==> config.mk <==
export PLATFORM = sky130hd
export DESIGN_NAME = cache_refill_arbiter_flat
export DESIGN_NICKNAME = d
export VERILOG_FILES = /design/src/rtl/cache_refill_arbiter_if.sv /design/src/rtl/cache_refill_arbiter.sv /design/src/flat_wrapper.sv
export SDC_FILE = /design/constraint.sdc
export NUM_CORES = 1
export LEC_CHECK = 0
export BUFFER_PORTS_ARGS = -buffer_cell sky130_fd_sc_hd__buf_2
export CORE_ASPECT_RATIO = 0.7
export CORE_MARGIN = 4
export CORE_UTILIZATION = 40
export DETAILED_ROUTE_END_ITERATION = 7
export GPL_ROUTABILITY_DRIVEN = 0
export PLACE_DENSITY = 0.81
export SLEW_MARGIN = 20
export SYNTH_ARGS = -nofsm -noshare
export SYNTH_HDL_FRONTEND = slang
export SYNTH_SLANG_ARGS = --single-unit
==> constraint.sdc <==
create_clock -name CPU_CLK -period 2.45 [get_ports CPU_CLK]
set_input_delay 0.245 -clock CPU_CLK [delete_from_list [all_inputs] [get_ports CPU_CLK]]
set_output_delay 0.245 -clock CPU_CLK [all_outputs]
set_load 0.02 [all_outputs]
==> src/rtl/cache_refill_arbiter_if.sv <==
// cache_refill_arbiter_if
//   Bundles the signals between the refill arbiter, the two cache miss
//   handlers and the single main-memory word port.
//   Cache side  : ic_req/ic_addr, dc_req/dc_wb/dc_addr/dc_wb_addr/dc_wdata in;
//                 rvalid/done/windex/stall per cache and shared refill_data out.
//   Memory side : mem_req/mem_we/mem_addr/mem_wdata out; mem_rdata/mem_ack in.
//   Misc        : busy (arbiter not idle).
//   Modports    : master = arbiter view, slave = caches + memory view.
interface cache_refill_arbiter_if #(
  parameter int ADDR_W     = 32,
  parameter int DATA_W     = 32,
  parameter int LINE_WORDS = 4,
  parameter int IDX_W      = $clog2(LINE_WORDS)
);
  logic              ic_req;
  logic [ADDR_W-1:0] ic_addr;
  logic              dc_req;
  logic              dc_wb;
  logic [ADDR_W-1:0] dc_addr;
  logic [ADDR_W-1:0] dc_wb_addr;
  logic [DATA_W-1:0] dc_wdata;
  logic              ic_rvalid;
  logic              ic_done;
  logic              dc_rvalid;
  logic              dc_done;
  logic [DATA_W-1:0] refill_data;
  logic [IDX_W-1:0]  ic_windex;
  logic [IDX_W-1:0]  dc_windex;
  logic              ic_stall;
  logic              dc_stall;
  logic              busy;
  logic              mem_req;
  logic              mem_we;
  logic [ADDR_W-1:0] mem_addr;
  logic [DATA_W-1:0] mem_wdata;
  logic [DATA_W-1:0] mem_rdata;
  logic              mem_ack;

  modport master (
    input  ic_req, ic_addr, dc_req, dc_wb, dc_addr, dc_wb_addr, dc_wdata,
           mem_rdata, mem_ack,
    output ic_rvalid, ic_done, dc_rvalid, dc_done, refill_data,
           ic_windex, dc_windex, ic_stall, dc_stall, busy,
           mem_req, mem_we, mem_addr, mem_wdata
  );

  modport slave (
    output ic_req, ic_addr, dc_req, dc_wb, dc_addr, dc_wb_addr, dc_wdata,
           mem_rdata, mem_ack,
    input  ic_rvalid, ic_done, dc_rvalid, dc_done, refill_data,
           ic_windex, dc_windex, ic_stall, dc_stall, busy,
           mem_req, mem_we, mem_addr, mem_wdata
  );
endinterface

==> src/rtl/cache_refill_arbiter.sv <==
// cache_refill_arbiter
//   Shares one main-memory word port between the ICache and DCache miss
//   handlers. DCache has fixed priority (its miss belongs to the older
//   instruction). A DCache miss with a dirty victim first writes the victim
//   line back, then refills, with no gap in mem_req between the two bursts.
//   Ports:
//     CPU_CLK   : rising-edge clock
//     CPU_RST_N : asynchronous active-low reset
//     bus       : cache_refill_arbiter_if.master (cache and memory handshakes)
module cache_refill_arbiter #(
  parameter int ADDR_W     = 32,
  parameter int DATA_W     = 32,
  parameter int LINE_WORDS = 4,
  parameter int IDX_W      = $clog2(LINE_WORDS)
) (
  input  logic                  CPU_CLK,
  input  logic                  CPU_RST_N,
  cache_refill_arbiter_if.master bus
);

  localparam int WORD_BYTES = DATA_W / 8;
  localparam int OFF_W      = $clog2(LINE_WORDS * WORD_BYTES);

  // Clears the byte-within-line bits so a burst always starts at word 0.
  localparam logic [ADDR_W-1:0] LINE_MASK = {{(ADDR_W-OFF_W){1'b1}}, {OFF_W{1'b0}}};
  localparam logic [IDX_W-1:0]  LAST_IDX  = IDX_W'(LINE_WORDS - 1);
  localparam logic [IDX_W-1:0]  IDX_ONE   = {{(IDX_W-1){1'b0}}, 1'b1};
  localparam logic [IDX_W-1:0]  IDX_ZERO  = {IDX_W{1'b0}};

  localparam logic [1:0] IDLE  = 2'd0;
  localparam logic [1:0] DC_WB = 2'd1;
  localparam logic [1:0] DC_RD = 2'd2;
  localparam logic [1:0] IC_RD = 2'd3;

  logic [1:0]        state_r;
  logic [1:0]        state_nx_s;
  logic [IDX_W-1:0]  cnt_r;
  logic [IDX_W-1:0]  cnt_nx_s;
  logic [ADDR_W-1:0] base_r;
  logic [ADDR_W-1:0] base_nx_s;
  logic [ADDR_W-1:0] wb_base_r;
  logic [ADDR_W-1:0] wb_base_nx_s;

  logic              in_burst_s;
  logic              in_read_s;
  logic              last_beat_s;
  logic              ic_done_s;
  logic              dc_done_s;
  logic [ADDR_W-1:0] word_off_s;

  assign in_burst_s  = (state_r != IDLE);
  assign in_read_s   = (state_r == DC_RD) || (state_r == IC_RD);
  assign last_beat_s = bus.mem_ack && (cnt_r == LAST_IDX);
  assign word_off_s  = ADDR_W'(cnt_r) * ADDR_W'(WORD_BYTES);

  // Arbitration in IDLE and beat/line sequencing during bursts.
  always_comb begin
    state_nx_s   = state_r;
    cnt_nx_s     = cnt_r;
    base_nx_s    = base_r;
    wb_base_nx_s = wb_base_r;
    case (state_r)
      IDLE: begin
        if (bus.dc_req) begin
          state_nx_s   = bus.dc_wb ? DC_WB : DC_RD;
          cnt_nx_s     = IDX_ZERO;
          base_nx_s    = bus.dc_addr & LINE_MASK;
          wb_base_nx_s = bus.dc_wb_addr & LINE_MASK;
        end else if (bus.ic_req) begin
          state_nx_s   = IC_RD;
          cnt_nx_s     = IDX_ZERO;
          base_nx_s    = bus.ic_addr & LINE_MASK;
          wb_base_nx_s = bus.dc_wb_addr & LINE_MASK;
        end else begin
          state_nx_s = IDLE;
        end
      end
      DC_WB, DC_RD, IC_RD: begin
        if (last_beat_s) begin
          cnt_nx_s = IDX_ZERO;
          // Writeback chains straight into the refill so mem_req never drops.
          state_nx_s = (state_r == DC_WB) ? DC_RD : IDLE;
        end else if (bus.mem_ack) begin
          cnt_nx_s = cnt_r + IDX_ONE;
        end else begin
          cnt_nx_s = cnt_r;
        end
      end
      default: begin
        state_nx_s = IDLE;
        cnt_nx_s   = IDX_ZERO;
      end
    endcase
  end

  // State and burst-address registers; reset abandons any in-flight word.
  always_ff @(posedge CPU_CLK or negedge CPU_RST_N) begin
    if (!CPU_RST_N) begin
      state_r   <= IDLE;
      cnt_r     <= IDX_ZERO;
      base_r    <= {ADDR_W{1'b0}};
      wb_base_r <= {ADDR_W{1'b0}};
    end else begin
      state_r   <= state_nx_s;
      cnt_r     <= cnt_nx_s;
      base_r    <= base_nx_s;
      wb_base_r <= wb_base_nx_s;
    end
  end

  // Memory port: address walks the line from the latched base.
  assign bus.mem_req   = in_burst_s;
  assign bus.mem_we    = (state_r == DC_WB);
  assign bus.mem_addr  = !in_burst_s        ? {ADDR_W{1'b0}} :
                         (state_r == DC_WB) ? (wb_base_r + word_off_s) :
                                              (base_r + word_off_s);
  assign bus.mem_wdata = (state_r == DC_WB) ? bus.dc_wdata : {DATA_W{1'b0}};

  // Read beats and line completion, coincident with the memory ack.
  assign ic_done_s       = (state_r == IC_RD) && last_beat_s;
  assign dc_done_s       = (state_r == DC_RD) && last_beat_s;
  assign bus.ic_rvalid   = (state_r == IC_RD) && bus.mem_ack;
  assign bus.dc_rvalid   = (state_r == DC_RD) && bus.mem_ack;
  assign bus.ic_done     = ic_done_s;
  assign bus.dc_done     = dc_done_s;
  // Only meaningful with rvalid; held at zero outside read bursts.
  assign bus.refill_data = in_read_s ? bus.mem_rdata : {DATA_W{1'b0}};
  assign bus.ic_windex   = (state_r == IC_RD) ? cnt_r : IDX_ZERO;
  assign bus.dc_windex   = ((state_r == DC_WB) || (state_r == DC_RD)) ? cnt_r : IDX_ZERO;

  // Stalls drop in the done cycle so the pipeline resumes on the next edge.
  assign bus.ic_stall = bus.ic_req & ~ic_done_s;
  assign bus.dc_stall = bus.dc_req & ~dc_done_s;
  assign bus.busy     = in_burst_s;

endmodule
==> src/flat_wrapper.sv <==
// flat-port wrapper written by rule: the top's interface ports become plain ports
module cache_refill_arbiter_flat 
#(
  parameter int ADDR_W     = 32,
  parameter int DATA_W     = 32,
  parameter int LINE_WORDS = 4,
  parameter int IDX_W      = $clog2(LINE_WORDS)
)
  (CPU_CLK, CPU_RST_N, bus_ic_req, bus_ic_addr, bus_dc_req, bus_dc_wb, bus_dc_addr, bus_dc_wb_addr, bus_dc_wdata, bus_mem_rdata, bus_mem_ack, bus_ic_rvalid, bus_ic_done, bus_dc_rvalid, bus_dc_done, bus_refill_data, bus_ic_windex, bus_dc_windex, bus_ic_stall, bus_dc_stall, bus_busy, bus_mem_req, bus_mem_we, bus_mem_addr, bus_mem_wdata);
  cache_refill_arbiter_if #(.ADDR_W(ADDR_W), .DATA_W(DATA_W), .LINE_WORDS(LINE_WORDS), .IDX_W(IDX_W)) bus_i ();
  input  logic CPU_CLK;
  input  logic CPU_RST_N;
  input wire logic [$bits(bus_i.ic_req)-1:0] bus_ic_req;
  input wire logic [$bits(bus_i.ic_addr)-1:0] bus_ic_addr;
  input wire logic [$bits(bus_i.dc_req)-1:0] bus_dc_req;
  input wire logic [$bits(bus_i.dc_wb)-1:0] bus_dc_wb;
  input wire logic [$bits(bus_i.dc_addr)-1:0] bus_dc_addr;
  input wire logic [$bits(bus_i.dc_wb_addr)-1:0] bus_dc_wb_addr;
  input wire logic [$bits(bus_i.dc_wdata)-1:0] bus_dc_wdata;
  input wire logic [$bits(bus_i.mem_rdata)-1:0] bus_mem_rdata;
  input wire logic [$bits(bus_i.mem_ack)-1:0] bus_mem_ack;
  output wire logic [$bits(bus_i.ic_rvalid)-1:0] bus_ic_rvalid;
  output wire logic [$bits(bus_i.ic_done)-1:0] bus_ic_done;
  output wire logic [$bits(bus_i.dc_rvalid)-1:0] bus_dc_rvalid;
  output wire logic [$bits(bus_i.dc_done)-1:0] bus_dc_done;
  output wire logic [$bits(bus_i.refill_data)-1:0] bus_refill_data;
  output wire logic [$bits(bus_i.ic_windex)-1:0] bus_ic_windex;
  output wire logic [$bits(bus_i.dc_windex)-1:0] bus_dc_windex;
  output wire logic [$bits(bus_i.ic_stall)-1:0] bus_ic_stall;
  output wire logic [$bits(bus_i.dc_stall)-1:0] bus_dc_stall;
  output wire logic [$bits(bus_i.busy)-1:0] bus_busy;
  output wire logic [$bits(bus_i.mem_req)-1:0] bus_mem_req;
  output wire logic [$bits(bus_i.mem_we)-1:0] bus_mem_we;
  output wire logic [$bits(bus_i.mem_addr)-1:0] bus_mem_addr;
  output wire logic [$bits(bus_i.mem_wdata)-1:0] bus_mem_wdata;
  assign bus_i.ic_req = bus_ic_req;
  assign bus_i.ic_addr = bus_ic_addr;
  assign bus_i.dc_req = bus_dc_req;
  assign bus_i.dc_wb = bus_dc_wb;
  assign bus_i.dc_addr = bus_dc_addr;
  assign bus_i.dc_wb_addr = bus_dc_wb_addr;
  assign bus_i.dc_wdata = bus_dc_wdata;
  assign bus_i.mem_rdata = bus_mem_rdata;
  assign bus_i.mem_ack = bus_mem_ack;
  assign bus_ic_rvalid = bus_i.ic_rvalid;
  assign bus_ic_done = bus_i.ic_done;
  assign bus_dc_rvalid = bus_i.dc_rvalid;
  assign bus_dc_done = bus_i.dc_done;
  assign bus_refill_data = bus_i.refill_data;
  assign bus_ic_windex = bus_i.ic_windex;
  assign bus_dc_windex = bus_i.dc_windex;
  assign bus_ic_stall = bus_i.ic_stall;
  assign bus_dc_stall = bus_i.dc_stall;
  assign bus_busy = bus_i.busy;
  assign bus_mem_req = bus_i.mem_req;
  assign bus_mem_we = bus_i.mem_we;
  assign bus_mem_addr = bus_i.mem_addr;
  assign bus_mem_wdata = bus_i.mem_wdata;
  cache_refill_arbiter #(.ADDR_W(ADDR_W), .DATA_W(DATA_W), .LINE_WORDS(LINE_WORDS), .IDX_W(IDX_W)) u_core (.CPU_CLK(CPU_CLK), .CPU_RST_N(CPU_RST_N), .bus(bus_i));
endmodule
==> summary.txt <==
Status
  – Run status: completed

Detailed routing
  – Routed WL: 10900 um
  – Vias: 3463
  – DRT antenna net count: 0
  – WL/cell: 14.8 um
  – Via density: 4.70
  – DRC viols: 0
  – Iter 0 DRT Violations: 121
  – Pre-antenna DRT Iters: 4

Floorplan
  – Rows: 28
  – Initial Util: 41.7%
  – Die area: 10500 um2
  – IO Pins: 275
  – Total core area: 8550 um2
  – Die W: 121 um
  – Die height: 87.0 um

Worst setup path
  – Crit end category: primary output
  – CP max FO: 32
  – Worst EP required: 2.20 ns
  – WS Path Type: reg -> out
  – Setup crit start kind: flip-flop
  – Critical Path AT: 1.77 ns
  – Flop-to-flop setup slack: 0.55 ns

Pwr
  – Comb power frac: 53.9%
  – Pwr per Cell Area: 1200 nW/um2
  – Leak: 2.89 nW
  – P_sw: 2.74 mW
  – Internal: 3.53 mW
  – Clock group share of total power: 18.2%
  – Worst vdd ir: 0.461 mV
  – Reg power frac: 28.0%
  – Switching share of power: 43.7%
  – Design Power: 6.27 mW

Global route
  – Vias in the first global route: 3523
  – Largest net degree at the start of global routing: 53
  – Initial antenna violation count: 0
  – First-pass GRT wire length: 17000 um
  – Leftover overflow at the end of global routing: 0
  – Overall Global Routing Usage: 20.4%

Synth
  – Post-synth top area share: 42.1%
  – Synthesized area: 3560 um2
  – Cells after Synth: 360
  – #FFs+latches synth: 60
  – Netlist cell types: 24
  – Sequential fraction of the synthesis area: 42.1%
  – Post-Syn Area per Cell: 9.90 um2
  – Yosys warnings: 0
  – Synth area leaders: dfrtp_1 (42%), mux2i_1 (16%), and2_1 (12%)
  – Cell taking the most area after synthesis: dfrtp_1

Clock network
  – Worst skew pair latency: 0.31 ns
  – CTS tree: done
  – Root buf cell: clkbuf_16
  – H-tree Lvls: 3
  – TritonCTS Buffers: 9
  – Post-CTS Resized: 0
  – CTS sink count: 60
  – Clock slew seen by the registers of the worst setup and hold paths: 0.05 ns
  – Worst-case clock buffer depth: 2

Timing
  – Final TNS setup: 0 ns
  – Pins Over Slew Limit: 0
  – Fmax: 496 MHz
  – Final min period: 2.02 ns
  – Final period util: 82.3%
  – RSZ-0062 raised after global routing: no
  – Hold Fails Final Rpt: 0
  – # setup viols final: 0
  – Skew final: 0.00467 ns

Placement
  – Detail Placement HPWL: 8790 um
  – Dpl cell area: 4950 um2
  – Port Buffers: 260

Cells and area
  – Most common cell after layout, fill and taps aside: buf_2
  – N_diodes: 0
  – Area grow syn2layout: 46.9%
  – Finished Cell Area: 5240 um2
  – Nets: 785
  – Most frequent cells in the layout: buf_2 (260), and2_1 (69), dfrtp_1 (60), mux2i_1 (56), nand2_1 (32)
  – Layout cell share with drive strength beyond 1: 47.2%

Worst hold path
  – Worst hold path type: in -> reg

Flow run
  – Total of max-cap violations: 0
==> power groups by stage <==
| stage | Combinational (mW) | Sequential, mW | Clock, mW |
|---|---|---|---|
| 5_1_grt | 3.73 | 1.82 | 1.22 |
| 3_5_place_dp | 3.42 | 1.77 | 0 |
| 4_1_cts | 3.43 | 1.76 | 1.17 |
| 3_3_place_gp | 3.32 | 1.73 | 0 |
| 6_report | 3.38 | 1.75 | 1.14 |
| 2_1_floorplan | 2.36 | 1.69 | 0 |
==> area by class of cell <==
type / count / area, um2
Sequential cell: 60 / 1500
Clock inverter: 4 / 25.0
Multi-Input combinational cell: 269 / 1900
Timing Repair Buffer: 270 / 1390
Inverter: 3 / 11.3
Fill cell: 764 / 3310
Clock buffer: 11 / 253
Tap cell: 120 / 150
==> path summary, 6_finish.rpt <==
path                                     from                   end  cells after the start
max                         u_core.state_r[0]      bus_mem_addr[30]                      5
min                        bus_dc_wb_addr[27]  u_core.wb_base_r[27]                      2
max reg2reg                 u_core.state_r[0]       u_core.cnt_r[1]                      6
min reg2reg                  u_core.base_r[8]      u_core.base_r[8]                      2
max in group asynchronous           CPU_RST_N     u_core.base_r[27]                      3
min in group asynchronous           CPU_RST_N     u_core.base_r[16]                      3
==> critical path, cell delays in order, from the launching register on <==
cell	delay [ns]
dfrtp_1	0.41
inv_1	0.12
ha_1	0.23
buf_4	0.38
nor2_1	0.13
buf_2	0.18
==> routing by layer <==
| layer | wire length [um] | share of wire (%) | track usage, % | vias to the layer above |
|---|---|---|---|---|
| met5 | 0 | 0 | 0 | - |
| met4 | 84 | 0.77 | 5.04 | 0 |
| met3 | 829 | 7.6 | 5.19 | 9 |
| met2 | 5340 | 49 | 35.8 | 144 |
| met1 | 4620 | 42 | 25.3 | 1608 |
| li1 | - | - | - | 1702 |
==> flip-flops by register name (all words and copies together), names as in the netlist <==
register,flops
u_core.state_r,2
u_core.wb_base_r,28
u_core.cnt_r,2
u_core.base_r,28
==> cell usage after synthesis, drive strengths merged <==
| library cell | n |
|---|---|
| a22o | 2 |
| and2 | 69 |
| nor2b | 4 |
| nand2 | 32 |
| nor2 | 29 |
| o21a | 1 |
| nor3b | 2 |
| buf | 17 |
| mux2 | 29 |
| o21ai | 31 |
| a21oi | 1 |
| clkbuf | 12 |
| a211oi | 1 |
| o21bai | 1 |
| dfrtp | 60 |
| ha | 6 |
| mux2i | 56 |
| and3 | 3 |
| inv | 3 |
| conb | 1 |
==> logic make-up (layout without fill, tap and decap cells) <==
| family | Yosys count | in the layout | synth area share, % |
|---|---|---|---|
| flip-flops | 60 | 60 | 42.1 |
| adder cells (fa/ha/maj) | 6 | 6 | 2.11 |
| AO/OA/AOI/OAI | 37 | 37 | 5.72 |
| buffers and inverters | 32 | 288 | 4.85 |
| multiplexers | 85 | 85 | 24.9 |
| AND/OR/NAND/NOR | 139 | 139 | 20.2 |
| other | 1 | 2 | 0.105 |
==> per-stage QoR <==
stage               setup WS (ns)  utilization, %  std cells  hold WS (ns)
floorplan                   0.366               -        361       -0.0506
global placement            0.643            57.9        721         0.245
detailed placement          0.563            57.9        721         0.246
CTS                         0.417            61.2        737         0.132
global route                0.288            61.2        737         0.127
finish                      0.434            61.2        737         0.142
==> timing repair <==
item / in CTS / in global routing
setup buffers: 0 / 0
hold buffers: 1 / 0
endpoints found under the hold margin: 23 / 0
Note: power is estimated with default switching activity, not from simulation.
